===== config.mk =====
export PLATFORM = sky130hd
export DESIGN_NAME = nanorv32_ahb_testctrl_flat
export DESIGN_NICKNAME = d
export VERILOG_FILES = /design/src/rtl/nanorv32_ahb_testctrl_if.sv /design/src/rtl/nanorv32_ahb_testctrl.sv /design/src/flat_wrapper.sv
export SDC_FILE = /design/constraint.sdc
export NUM_CORES = 1
export LEC_CHECK = 0
export CORE_MARGIN = 4
export CORE_UTILIZATION = 46
export DETAILED_ROUTE_END_ITERATION = 8
export PLACE_DENSITY = 0.76
export REMOVE_ABC_BUFFERS = 1
export SETUP_SLACK_MARGIN = 0.05
export SKIP_CTS_REPAIR_TIMING = 1
export SLEW_MARGIN = 20
export SYNTH_ARGS = -nofsm -noshare
export SYNTH_HDL_FRONTEND = slang
export SYNTH_SLANG_ARGS = --single-unit

===== constraint.sdc =====
create_clock -name clk -period 1.8 [get_ports clk]
set_input_delay 0.36 -clock clk [delete_from_list [all_inputs] [get_ports clk]]
set_output_delay 0.36 -clock clk [all_outputs]
set_load 0.005 [all_outputs]

===== src/rtl/nanorv32_ahb_testctrl_if.sv =====
// AHB-Lite bus bundle between the nanorv32 initiator and the test controller.
interface nanorv32_ahb_testctrl_if;
    logic        hsel;
    logic [31:0] haddr;
    logic [1:0]  htrans;
    logic        hwrite;
    logic [2:0]  hsize;
    logic [31:0] hwdata;
    logic        hready;
    logic [31:0] hrdata;
    logic        hready_out;
    logic        hresp;

    modport master (
        output hsel, haddr, htrans, hwrite, hsize, hwdata, hready,
        input  hrdata, hready_out, hresp
    );

    modport slave (
        input  hsel, haddr, htrans, hwrite, hsize, hwdata, hready,
        output hrdata, hready_out, hresp
    );
endinterface


===== src/rtl/nanorv32_ahb_testctrl.sv =====
// AHB-Lite test controller: RESULT, CYCLE_CNT, SCRATCH and CHAR_OUT registers
// with optional wait states and a two-cycle ERROR response.
module nanorv32_ahb_testctrl #(
    parameter int          WAIT_STATES = 0,
    parameter logic [31:0] PASS_CODE   = 32'hCAFFE000,
    parameter logic [31:0] FAIL_CODE   = 32'hDEAD0000
) (
    input  logic                          clk,
    input  logic                          rst_n,
    nanorv32_ahb_testctrl_if.slave        bus,
    output logic                          test_done,
    output logic                          test_pass,
    output logic                          char_valid,
    output logic [7:0]                    char_data
);
    typedef enum logic [1:0] {IDLE, WAIT, ERR1, ERR2} state_t;

    state_t      state;
    logic [1:0]  wcnt;
    logic        pend;
    logic [1:0]  a_off;
    logic        a_wr;
    logic        rdy_q;
    logic        resp_q;
    logic [31:0] result;
    logic [31:0] scratch;
    logic [31:0] cnt;
    logic [31:0] rdata;

    logic accept;
    logic legal;
    logic comp;

    assign accept = bus.hsel & bus.htrans[1] & bus.hready;
    assign legal  = (bus.hsize == 3'b010) & (bus.haddr[1:0] == 2'b00)
                  & ~bus.haddr[4];
    // A legal data phase completes once the FSM is back in IDLE.
    assign comp   = pend & (state == IDLE);

    wire unused_ok = ^{bus.haddr[31:5], bus.htrans[0], FAIL_CODE};

    always_ff @(posedge clk or negedge rst_n) begin
        if (!rst_n) begin
            state  <= IDLE;
            wcnt   <= 2'd0;
            pend   <= 1'b0;
            a_off  <= 2'd0;
            a_wr   <= 1'b0;
            rdy_q  <= 1'b1;
            resp_q <= 1'b0;
        end else begin
            unique case (state)
                IDLE, ERR2: begin
                    state  <= IDLE;
                    pend   <= 1'b0;
                    rdy_q  <= 1'b1;
                    resp_q <= 1'b0;
                    if (accept) begin
                        a_off <= bus.haddr[3:2];
                        a_wr  <= bus.hwrite;
                        if (!legal) begin
                            state  <= ERR1;
                            rdy_q  <= 1'b0;
                            resp_q <= 1'b1;
                        end else begin
                            pend <= 1'b1;
                            if (WAIT_STATES > 0) begin
                                state <= WAIT;
                                wcnt  <= 2'(WAIT_STATES - 1);
                                rdy_q <= 1'b0;
                            end
                        end
                    end
                end
                WAIT: begin
                    if (wcnt == 2'd0) begin
                        state <= IDLE;
                        rdy_q <= 1'b1;
                    end else begin
                        wcnt <= wcnt - 2'd1;
                    end
                end
                ERR1: begin
                    state <= ERR2;
                    rdy_q <= 1'b1;
                end
                default: state <= IDLE;
            endcase
        end
    end

    always_ff @(posedge clk or negedge rst_n) begin
        if (!rst_n) begin
            cnt        <= 32'd0;
            result     <= 32'd0;
            scratch    <= 32'd0;
            test_done  <= 1'b0;
            test_pass  <= 1'b0;
            char_valid <= 1'b0;
            char_data  <= 8'd0;
        end else begin
            cnt        <= cnt + 32'd1;
            char_valid <= 1'b0;
            if (comp && a_wr) begin
                unique case (a_off)
                    2'd0: begin
                        if (!test_done) begin
                            result    <= bus.hwdata;
                            test_done <= 1'b1;
                            test_pass <= (bus.hwdata == PASS_CODE);
                        end
                    end
                    2'd2: scratch <= bus.hwdata;
                    2'd3: begin
                        char_valid <= 1'b1;
                        char_data  <= bus.hwdata[7:0];
                    end
                    default: ;
                endcase
            end
        end
    end

    always_comb begin
        rdata = 32'd0;
        if (comp && !a_wr) begin
            unique case (a_off)
                2'd0:    rdata = result;
                2'd1:    rdata = cnt;
                2'd2:    rdata = scratch;
                default: rdata = 32'd0;
            endcase
        end
    end

    assign bus.hrdata     = rdata;
    assign bus.hready_out = rdy_q;
    assign bus.hresp      = resp_q;
endmodule


===== src/flat_wrapper.sv =====
// flat-port wrapper written by rule: the top's interface ports become plain ports
module nanorv32_ahb_testctrl_flat 
#(
    parameter int          WAIT_STATES = 0,
    parameter logic [31:0] PASS_CODE   = 32'hCAFFE000,
    parameter logic [31:0] FAIL_CODE   = 32'hDEAD0000
)
  (clk, rst_n, test_done, test_pass, char_valid, char_data, bus_hsel, bus_haddr, bus_htrans, bus_hwrite, bus_hsize, bus_hwdata, bus_hready, bus_hrdata, bus_hready_out, bus_hresp);
  nanorv32_ahb_testctrl_if bus_i ();
  input  logic clk;
  input  logic rst_n;
  output logic test_done;
  output logic test_pass;
  output logic char_valid;
  output logic [7:0] char_data;
  input wire logic [$bits(bus_i.hsel)-1:0] bus_hsel;
  input wire logic [$bits(bus_i.haddr)-1:0] bus_haddr;
  input wire logic [$bits(bus_i.htrans)-1:0] bus_htrans;
  input wire logic [$bits(bus_i.hwrite)-1:0] bus_hwrite;
  input wire logic [$bits(bus_i.hsize)-1:0] bus_hsize;
  input wire logic [$bits(bus_i.hwdata)-1:0] bus_hwdata;
  input wire logic [$bits(bus_i.hready)-1:0] bus_hready;
  output wire logic [$bits(bus_i.hrdata)-1:0] bus_hrdata;
  output wire logic [$bits(bus_i.hready_out)-1:0] bus_hready_out;
  output wire logic [$bits(bus_i.hresp)-1:0] bus_hresp;
  assign bus_i.hsel = bus_hsel;
  assign bus_i.haddr = bus_haddr;
  assign bus_i.htrans = bus_htrans;
  assign bus_i.hwrite = bus_hwrite;
  assign bus_i.hsize = bus_hsize;
  assign bus_i.hwdata = bus_hwdata;
  assign bus_i.hready = bus_hready;
  assign bus_hrdata = bus_i.hrdata;
  assign bus_hready_out = bus_i.hready_out;
  assign bus_hresp = bus_i.hresp;
  nanorv32_ahb_testctrl #(.WAIT_STATES(WAIT_STATES), .PASS_CODE(PASS_CODE), .FAIL_CODE(FAIL_CODE)) u_core (.clk(clk), .rst_n(rst_n), .bus(bus_i), .test_done(test_done), .test_pass(test_pass), .char_valid(char_valid), .char_data(char_data));
endmodule

==> summary.txt, run 1 <==
Status
  • Status: finished, violations left
  • Failing checks: negative setup slack

Clock tree
  • Root Buffer: clkbuf_16
  • # clock sinks: 117
  • CTS Buf Count: 17
  • TritonCTS clock tree: built
  • Clk buf depth: 2
  • H-tree depth: 4
  • Clk slew on worst S/H paths: 0.06 ns
  • Clock Latency Late Sink: 0.40 ns

Floorplan
  • Io pins: 119
  • Die area: 14100 um^2
  • Initial cell density of the core: 0.469
  • Site Rows: 40
  • Core area: 12000 um^2
  • Die Height: 119 um
  • Die Width: 119 um

Timing
  • Final setup fails: 66
  • Minimum clock period after layout: 2.15 ns
  • RSZ-0062 raised after global routing: yes
  • Fmax: 466 MHz
  • Clock Skews: 0.00581 ns
  • Period utilisation layout: 1.19
  • TNS Setup: -10.44 ns
  • Tightest Pin Transition: 0.501 ns
  • Final Hold Viols: 0
  • Hold Slack: 0.461 ns
  • Worst rel slew slack: 0.666
  • Slew Limit Fails: 0
  • Worst setup margin: -0.347 ns

Logic synthesis
  • Top FF cell, synth: dfrtp_1
  • Mean Syn Cell Area: 11.5 um^2
  • Gate Count Post-Synth: 490
  • Sequential area share after synthesis: 0.520
  • Synth top area share: 0.516
  • Post-synth top area cell: dfrtp_1
  • Commonest cells in the netlist: 116 x dfrtp_1, 75 x mux2_2, 73 x nor2_1
  • Ys Warns: 0
  • Post-synth EDFFs: 0
  • Mapped Area: 5630 um^2
  • Top post-synthesis cells by area: dfrtp_1 52%, mux2_2 15%, mux2i_1 5.7%, nor2_1 4.9%, xnor2_1 3.3%
  • Ys async rst share: 1.00
  • Top-count cell post-synth: dfrtp_1
  • Flops & latches, synth: 117
  • Yosys cell types: 44

Routing
  • Post-Route WL: 15300 um
  • Vias: 4388
  • DR DRC count: 0
  • Detailed Routing Iterations Pass 1: 4
  • Remaining antenna violation count: 0
  • Starting DRC count in detailed routing: 204
  • Drt via density: 5.43
  • Routed len/inst: 18.9 um

Worst setup path
  • R2R Path Start: u_core.state[1]$_DFFE_PN0N_
  • Critical Path Max Stage Delay: 0.40 ns
  • CP Cell Sequence: inv_2, ha_4, nand4b_1, buf_6, buf_6, nor2_1, dlymetal6s2s_1
  • CP Launch Point: u_core.state[1]$_DFFE_PN0N_
  • Crit path DAT: 1.79 ns
  • Most frequent CP cell: buf_6
  • Critical Path Slowest Stage Cell: dfrtp_1
  • Crit path depth: 7
  • Crit path max-delay family: buffers and inverters
  • Critical Path RT: 1.44 ns
  • R2R Setup Slk: -0.10 ns
  • CP Class: reg2out
  • CP Max Fanout: 9
  • CP endpoint: bus_hrdata[7]
  • CP Buf/Inv Count: 4
  • Startpoint types: register
  • R2r endpoint: u_core.result[15]$_DFFE_PN0P_
  • Worst setup EP type: primary output
  • Cells on worst reg2reg path: 7

Power and ir drop
  • VDD IR max: 780 uV
  • Comb power frac: 0.145
  • Pint: 5.56 mW
  • Switching share of power: 0.253
  • Clock group share of total power: 0.483
  • Power, Total: 7.44 mW
  • Sequential Power Share: 0.372
  • PD cells: 914 nW/um^2
  • Leakage: 4.00 nW
  • Net Switching: 1.88 mW

Job
  • Max-cap violation count: 0

Finish
  • Multi-input logic area: 2760 um^2
  • Fill cells: 862
  • Share of layout cells above drive strength 1: 0.356
  • Antenna cell count: 0
  • Cell Count, Final, Fillers Out: 808
  • P&R area growth vs syn: 44.7%
  • Final #Nets: 727
  • FF/Latch Area: 2930 um^2
  • Fin area: 8150 um^2

Place
  • Placed cells: 765
  • Placement Cell Area: 7150 um^2
  • HPWL after DPL: 9850 um
  • # port buffers: 90
  • Routability-driven placement congestion ratio: 0.795

Hold path
  • Min-delay worst type: in2async

Global route
  • GRT overflow: 0
  • Number of global-route vias before repair: 4731
  • Largest net degree at the start of global routing: 35
  • Initial antenna violation count: 0
  • All-Layer GR Usage: 0.204
  • First-pass GRT wire length: 23400 um
stage by stage:
| stage | util | setup slack [ns] |
|---|---|---|
| after floorplan | - | -1.19 |
| after global placement | 0.595 | -0.313 |
| after detailed placement | 0.595 | -0.337 |
| after CTS | 0.648 | -0.771 |
| after global routing | 0.678 | -0.414 |
| final | 0.678 | -0.347 |
logic make-up after synthesis:
logic type	after synthesis	share of synthesized area
AO/OA/AOI/OAI	42	0.0385
XOR/XNOR	31	0.0482
adder cells (fa/ha/maj)	5	0.0111
buffers and inverters	34	0.0287
flip-flops	117	0.520
multiplexers	107	0.207
AND/OR/NAND/NOR	154	0.146
placed cells by master, fill, tap and decap left out, types with 5 or more instances in the layout:
cell type	synthesis	final
xor2_1	10	10
nand2_1	14	13
buf_6	3	8
nand4_1	9	9
inv_1	10	8
nor2_2	1	5
clkbuf_16	0	19
clkdlybuf4s50_1	0	56
xnor2_1	21	21
buf_4	0	53
nor2_1	73	68
mux2_4	0	26
dfrtp_1	116	113
buf_12	0	9
nand3_1	17	17
clkbuf_2	0	15
a21oi_1	35	32
dlymetal6s2s_1	0	18
mux2_2	75	49
mux2i_1	32	32
layer usage:
| layer | vias to the layer above | part of all wire | global-route usage |
|---|---|---|---|
| li1 | 2030 | - | - |
| met1 | 2222 | 0.43 | 0.264 |
| met2 | 115 | 0.50 | 0.349 |
| met3 | 21 | 0.052 | 0.0531 |
| met4 | 0 | 0.014 | 0.0377 |
| met5 | - | 0 | 0 |
power groups by stage:
stage | combinational (mW) | sequential (mW) | clock, mW
2_1_floorplan | 0.389 | 2.90 | 0
3_3_place_gp | 0.975 | 2.80 | 0
3_5_place_dp | 1.00 | 2.80 | 0
4_1_cts | 1.01 | 2.76 | 3.62
5_1_grt | 1.18 | 2.77 | 3.76
6_report | 1.08 | 2.77 | 3.60
worst min path at each step:
stage / from / to / slack, ns / depth (start not counted)
3_3_place_gp: rst_n / u_core.scratch[20]$_DFFE_PN0P_ / 0.35 / 1
2_1_floorplan: rst_n / u_core.a_off[0]$_DFFE_PN0P_ / 0.06 / 0
3_5_place_dp: rst_n / u_core.scratch[20]$_DFFE_PN0P_ / 0.36 / 1
5_1_grt: rst_n / u_core.scratch[20]$_DFFE_PN0P_ / 0.50 / 2
4_1_cts: rst_n / u_core.scratch[20]$_DFFE_PN0P_ / -0.08 / 1
6_report: rst_n / u_core.scratch[20]$_DFFE_PN0P_ / 0.46 / 2
layout make-up:
type                       count  share of cell area
clock buffer                  17              0.0522
clock inverter                15              0.0252
inverter                      10             0.00461
multi-input combinational    339               0.338
sequential                   117               0.360
tap                          147              0.0226
timing repair buffer         163               0.197
sequential cells by signal, summed over array words and instances, names as in the netlist:
| signal | count |
|---|---|
| u_core.cnt | 32 |
| u_core.result | 32 |
| u_core.scratch | 32 |
| u_core.char_data | 8 |
| u_core.a_off | 2 |
| u_core.state | 2 |
| u_core.wcnt | 2 |
| u_core.a_wr | 1 |
| u_core.bus.hready_out | 1 |
| u_core.bus.hresp | 1 |
| u_core.char_valid | 1 |
| u_core.pend | 1 |
| u_core.test_done | 1 |
| u_core.test_pass | 1 |
Power figures use the tool's default switching activity.
==> inputs of run 2 (changes only) <==
Settings changed: RECOVER_POWER from default to 25.
==> run 2 against run 1 <==
  * The run still ends with negative setup slack left
  * Clock power about the same
  * Power hardly changed
  * Fmax barely moved
  * Via count is 0.21% lower
  * Critical path depth unchanged
  * Sequential power barely moved
  * Largest power group unchanged
==> summary.txt, run 2 (synthesis results as in run 1) <==
Worst setup path
  • Startpoint types: register
  • CP Cell Sequence: inv_2, ha_4, nand4b_1, buf_6, buf_6, nor2_1, dlymetal6s2s_1
  • R2R Path Start: u_core.state[1]$_DFFE_PN0N_
  • Critical Path RT: 1.44 ns
  • Critical Path Max Stage Delay: 0.40 ns
  • Worst setup EP type: primary output
  • Crit path max-delay family: buffers and inverters
  • CP Max Fanout: 9
  • R2R Setup Slk: -0.10 ns
  • CP Class: reg2out
  • R2r endpoint: u_core.result[15]$_DFFE_PN0P_
  • CP Buf/Inv Count: 4
  • Cells on worst reg2reg path: 7
  • Most frequent CP cell: buf_6
  • Crit path DAT: 1.79 ns
  • Critical Path Slowest Stage Cell: dfrtp_1

Floorplan
  • Site Rows: 40
  • Die Width: 119 um
  • Die Height: 119 um
  • Io pins: 119
  • Initial cell density of the core: 0.469
  • Core area: 12000 um^2
  • Die area: 14100 um^2

Timing
  • TNS Setup: -10.60 ns
  • Period utilisation layout: 1.19
  • Fmax: 466 MHz
  • Tightest Pin Transition: 0.935 ns
  • RSZ-0062 raised after global routing: yes
  • Final Hold Viols: 0
  • Worst rel slew slack: 0.377
  • Hold Slack: 0.477 ns
  • Worst setup margin: -0.345 ns
  • Clock Skews: 0.00808 ns
  • Final setup fails: 66
  • Minimum clock period after layout: 2.15 ns
  • Slew Limit Fails: 0

Power and ir drop
  • Clock group share of total power: 0.484
  • Sequential Power Share: 0.372
  • PD cells: 916 nW/um^2
  • Leakage: 3.99 nW
  • Net Switching: 1.88 mW
  • Power, Total: 7.44 mW
  • Pint: 5.56 mW
  • VDD IR max: 780 uV
  • Switching share of power: 0.253
  • Comb power frac: 0.145

Status
  • Failing checks: negative setup slack
  • Status: finished, violations left

Hold path
  • Hold Crit Depth: 1
  • HP Start: u_core.wcnt[0]$_DFFE_PN0P_
  • Hold path endpoint: u_core.wcnt[0]$_DFFE_PN0P_
  • Min-delay worst type: reg2reg

Routing
  • Detailed Routing Iterations Pass 1: 4
  • DR DRC count: 0
  • Remaining antenna violation count: 0
  • Drt via density: 5.42
  • Routed len/inst: 18.9 um
  • Vias: 4379
  • Post-Route WL: 15300 um
  • Starting DRC count in detailed routing: 206

Clock tree
  • CTS Buf Count: 17
  • H-tree depth: 4
  • Clk slew on worst S/H paths: 0.06 ns
  • TritonCTS clock tree: built
  • Root Buffer: clkbuf_16
  • # clock sinks: 117
  • Clock Latency Late Sink: 0.41 ns
  • Clk buf depth: 2

Place
  • Placed cells: 765
  • Routability-driven placement congestion ratio: 0.795
  • HPWL after DPL: 9850 um
  • # port buffers: 90

Finish
  • Fill cells: 864
  • Share of layout cells above drive strength 1: 0.351
  • Commonest non-fill, non-tap cell in the layout: dfrtp_1
  • P&R area growth vs syn: 44.3%
  • Antenna cell count: 0
  • Multi-input logic area: 2750 um^2
  • FF/Latch Area: 2930 um^2
  • Core Util, Final: 0.676
  • Cell Count, Final, Fillers Out: 808
  • Final #Nets: 727
  • Most frequent cells in the layout: 113 x dfrtp_1, 68 x nor2_1, 56 x clkdlybuf4s50_1
  • Largest registers: u_core.cnt (32), u_core.result (32), u_core.scratch (32)

Global route
  • Initial antenna violation count: 0
  • Largest net degree at the start of global routing: 35
  • GRT overflow: 0
  • Number of global-route vias before repair: 4731
  • First-pass GRT wire length: 23400 um
  • All-Layer GR Usage: 0.204

Job
  • Max-cap violation count: 0
## run 2: changes by cell type in the layout (fill, tap and decap cells not counted)
cell / previous run / this run
buf_4: 53 / 50
clkbuf_4: 0 / 1
ha_2: 1 / 0
buf_12: 9 / 8
clkbuf_2: 15 / 16
clkbuf_1: 0 / 2
ha_1: 3 / 4
## run 2: power by group through the flow
stage | clock [mW] | sequential [mW] | combinational, mW
finish | 3.60 | 2.77 | 1.08
global route | 3.76 | 2.77 | 1.17
CTS | 3.62 | 2.76 | 1.01
detailed placement | 0 | 2.80 | 1.00
global placement | 0 | 2.80 | 0.975
floorplan | 0 | 2.90 | 0.389
## run 2: final cells by class
class,instances,share of cell area
flip-flops and latches,117,0.361
multi-input cells,339,0.339
repair buffers,163,0.195
clock buffers,17,0.0524
clock inverters,15,0.0253
well taps,147,0.0227
inverters,10,0.00462
## run 2: metrics by stage
stage | worst slack [ns] | cell area, um^2
finish | -0.345 | 8120
global route | -0.414 | 8120
CTS | -0.771 | 7780
detailed placement | -0.337 | 7150
global placement | -0.313 | 7150
floorplan | -1.19 | 5500
## run 2: metal layers
metal  track usage  vias to the layer above  share of wire
met5             0                        -              0
met3        0.0531                       26          0.055
met1         0.264                     2204           0.43
li1              -                     2029              -
met4        0.0377                        0          0.015
met2         0.349                      120           0.50
## run 2: worst max path at each step
| stage | startpoint | to | depth (start not counted) |
|---|---|---|---|
| floorplan | u_core.a_off[0]$_DFFE_PN0P_ | u_core.scratch[0]$_DFFE_PN0P_ | 2 |
| global placement | bus_hwdata[13] | u_core.test_pass$_DFFE_PN0P_ | 5 |
| detailed placement | bus_hwdata[4] | u_core.test_pass$_DFFE_PN0P_ | 6 |
| CTS | u_core.state[0]$_DFFE_PN0N_ | bus_hrdata[7] | 6 |
| global route | u_core.a_off[0]$_DFFE_PN0P_ | bus_hrdata[7] | 6 |
| finish | u_core.state[1]$_DFFE_PN0N_ | bus_hrdata[7] | 7 |
## run 2: worst register-to-register path: stages (launching register included)
cell,delay [ns]
dfrtp_1,0.40
inv_2,0.09
ha_4,0.14
buf_6,0.09
nand3_4,0.08
or4_1,0.47
buf_6,0.21
mux2_2,0.31
==> patch, RTL diff (flow settings as in run 1) <==
Re-encode `state_t` (4 states) as Gray code, 2 bits wide.
--- a/src/rtl/nanorv32_ahb_testctrl.sv
+++ b/src/rtl/nanorv32_ahb_testctrl.sv
@@ -13,7 +13,7 @@
     output logic                          char_valid,
     output logic [7:0]                    char_data
 );
-    typedef enum logic [1:0] {IDLE, WAIT, ERR1, ERR2} state_t;
+    typedef enum logic [1:0] {IDLE = 2'b00, WAIT = 2'b01, ERR1 = 2'b11, ERR2 = 2'b10} state_t;
 
     state_t      state;
     logic [1:0]  wcnt;
Formal check against the unedited RTL: no difference found for any inputs over 4 cycles, from zero or initial values and one cycle with rst_n low; so few cycles prove little.
==> patch against run 1 <==
- the flow still finishes with violations (negative setup slack)
- sequential share of layout area rose by 1.6 points
- count of clock-buffer cells in the layout rose by 3
- clock power shrank 6.4%
- routed wire length down 0.14%
- clock skew rose by 0.0016 ns
- register-to-register slack worse by 0.25 ns
- power decreased by 6.5%
- via count down 2.4%
- cell count decreased by 4.7%
- synthesized area is 0.42% lower
- sequential cell count did not move
- setup slack got worse by 0.35 ns
- cell area fell by 4.3%
- combinational power shrank 25%
- critical endpoint is now bus_hrdata[8]
==> patch: results (changes against run 1) <==
metric,value,unit,change
outcome,"finished, violations left",,unchanged
failing checks,negative setup slack,,unchanged
R2R Path Start,u_core.a_off[0]$_DFFE_PN0P_,,was u_core.state[1]$_DFFE_PN0N_
top post-synthesis cells by area,"dfrtp_1, mux2_2, mux2_4",,"was dfrtp_1, mux2_2, mux2i_1"
Post-synth top cells,"dfrtp_1, nor2_1, mux2_2",,"was dfrtp_1, mux2_2, nor2_1"
RR Endpoint,u_core.result[28]$_DFFE_PN0P_,,was u_core.result[15]$_DFFE_PN0P_
CP max stage delay,0.51,ns,was 0.40 ns
"CP delay by family, top",buffers and inverters,,unchanged
FILL cells,860,,was 862
Final Setup Violations,97,,was 66
initial DRC count,244,,was 204
clk_skew,0.00738,ns,was 0.00581 ns
sequential fraction of the synthesis area,52.3,%,was 52.0%
slew at the pin closest to its max-slew limit,0.472,ns,was 0.501 ns
share of cells above drive strength 1,28.4,%,was 35.6%
Crit-path slowest cell,dfrtp_2,,was dfrtp_1
CTS root buf,clkbuf_16,,unchanged
largest net degree at the start of global routing,33,,was 35
worst hold slack,0.438,ns,was 0.461 ns
"Clk pin slew, worst setup/hold paths",0.05,ns,
global-route wire length before repair,23100,um,was 23400 um
crit-path max FO,10,,was 9
GRT Total Usage,20.6,%,was 20.4%
via density per instance,5.56,,was 5.43
Reg2Reg Setup Slack,-0.35,ns,was -0.10 ns
hpwl dp,9580,um,was 9850 um
Peak VDD IR,0.543,mV,was 0.780 mV
Critical Path AT,2.14,ns,was 1.79 ns
reg2reg path depth,6,,was 7
final layout net count,687,,was 727
Hold Path Class,primary input to async pin,,unchanged
Area after DPL,6980,um2,was 7150 um2
Placer Congestion,0.803,,was 0.795
Setup TNS Final,-35.80,ns,was -10.44 ns
vias in the first global route,4550,,was 4731
DR WL/cell,19.8,um,was 18.9 um
synth unique cells,37,,was 44
Leak Pwr,3.65,nW,was 4.00 nW
setup ws final,-0.695,ns,was -0.347 ns
[patch: worst max-delay path by stage]
stage	depth (start not counted)	endpoint	start	slack [ns]
final	6	bus_hrdata[8]	u_core.a_off[0]$_DFFE_PN0P_	-0.70
after detailed placement	6	u_core.test_pass$_DFFE_PN0P_	bus_hwdata[0]	-0.34
after global routing	6	bus_hrdata[8]	u_core.a_off[0]$_DFFE_PN0P_	-0.77
after floorplan	3	u_core.scratch[4]$_DFFE_PN0P_	u_core.a_off[0]$_DFFE_PN0P_	-1.47
after CTS	5	bus_hrdata[2]	u_core.state[0]$_DFFE_PN0N_	-0.74
after global placement	6	u_core.test_pass$_DFFE_PN0P_	bus_hwdata[0]	-0.36
[patch: cell families after synthesis]
group                    count (synthesis)  share of synthesized area [%]
XOR/XNOR                                31                           4.84
AO/OA/AOI/OAI                           36                           3.30
flip-flops                             117                           52.3
buffers and inverters                   33                           2.97
adder cells (fa/ha/maj)                  2                          0.446
multiplexers                           108                           23.0
AND/OR/NAND/NOR                        146                           13.2
[patch: layout make-up]
type | count | area, um2 | share of cell area [%]
Clock inverter | 11 | 133 | 1.70
Clock buffer | 20 | 457 | 5.86
Multi-Input combinational cell | 323 | 2540 | 32.6
Sequential cell | 117 | 2930 | 37.6
Inverter | 6 | 22.5 | 0.289
Timing Repair Buffer | 146 | 1530 | 19.7
Tap cell | 147 | 184 | 2.36
[patch: through the flow]
step	cells	worst slack (ns)	util [%]
after floorplan	446	-1.47	-
after global placement	728	-0.359	58.4
after detailed placement	728	-0.344	58.4
after CTS	759	-0.737	63.3
after global routing	770	-0.769	65.2
final	770	-0.695	65.2
[patch: where the power goes]
group	leakage, nW	internal [W]	switching, W	total, W
clock	0.295	0.00222	0.00115	0.00337
combinational	1.84	0.000415	0.000400	0.000815
sequential	1.51	0.00271	0.0000670	0.00277
total	3.65	0.00534	0.00162	0.00696
[patch: routing by layer]
| layer | wire length [um] | vias to the layer above | track usage [%] |
|---|---|---|---|
| met5 | 0 | - | 0 |
| met4 | 265 | 0 | 6.30 |
| met3 | 1000 | 22 | 6.84 |
| met2 | 7610 | 143 | 34.2 |
| met1 | 6380 | 2179 | 25.7 |
| li1 | - | 1937 | - |
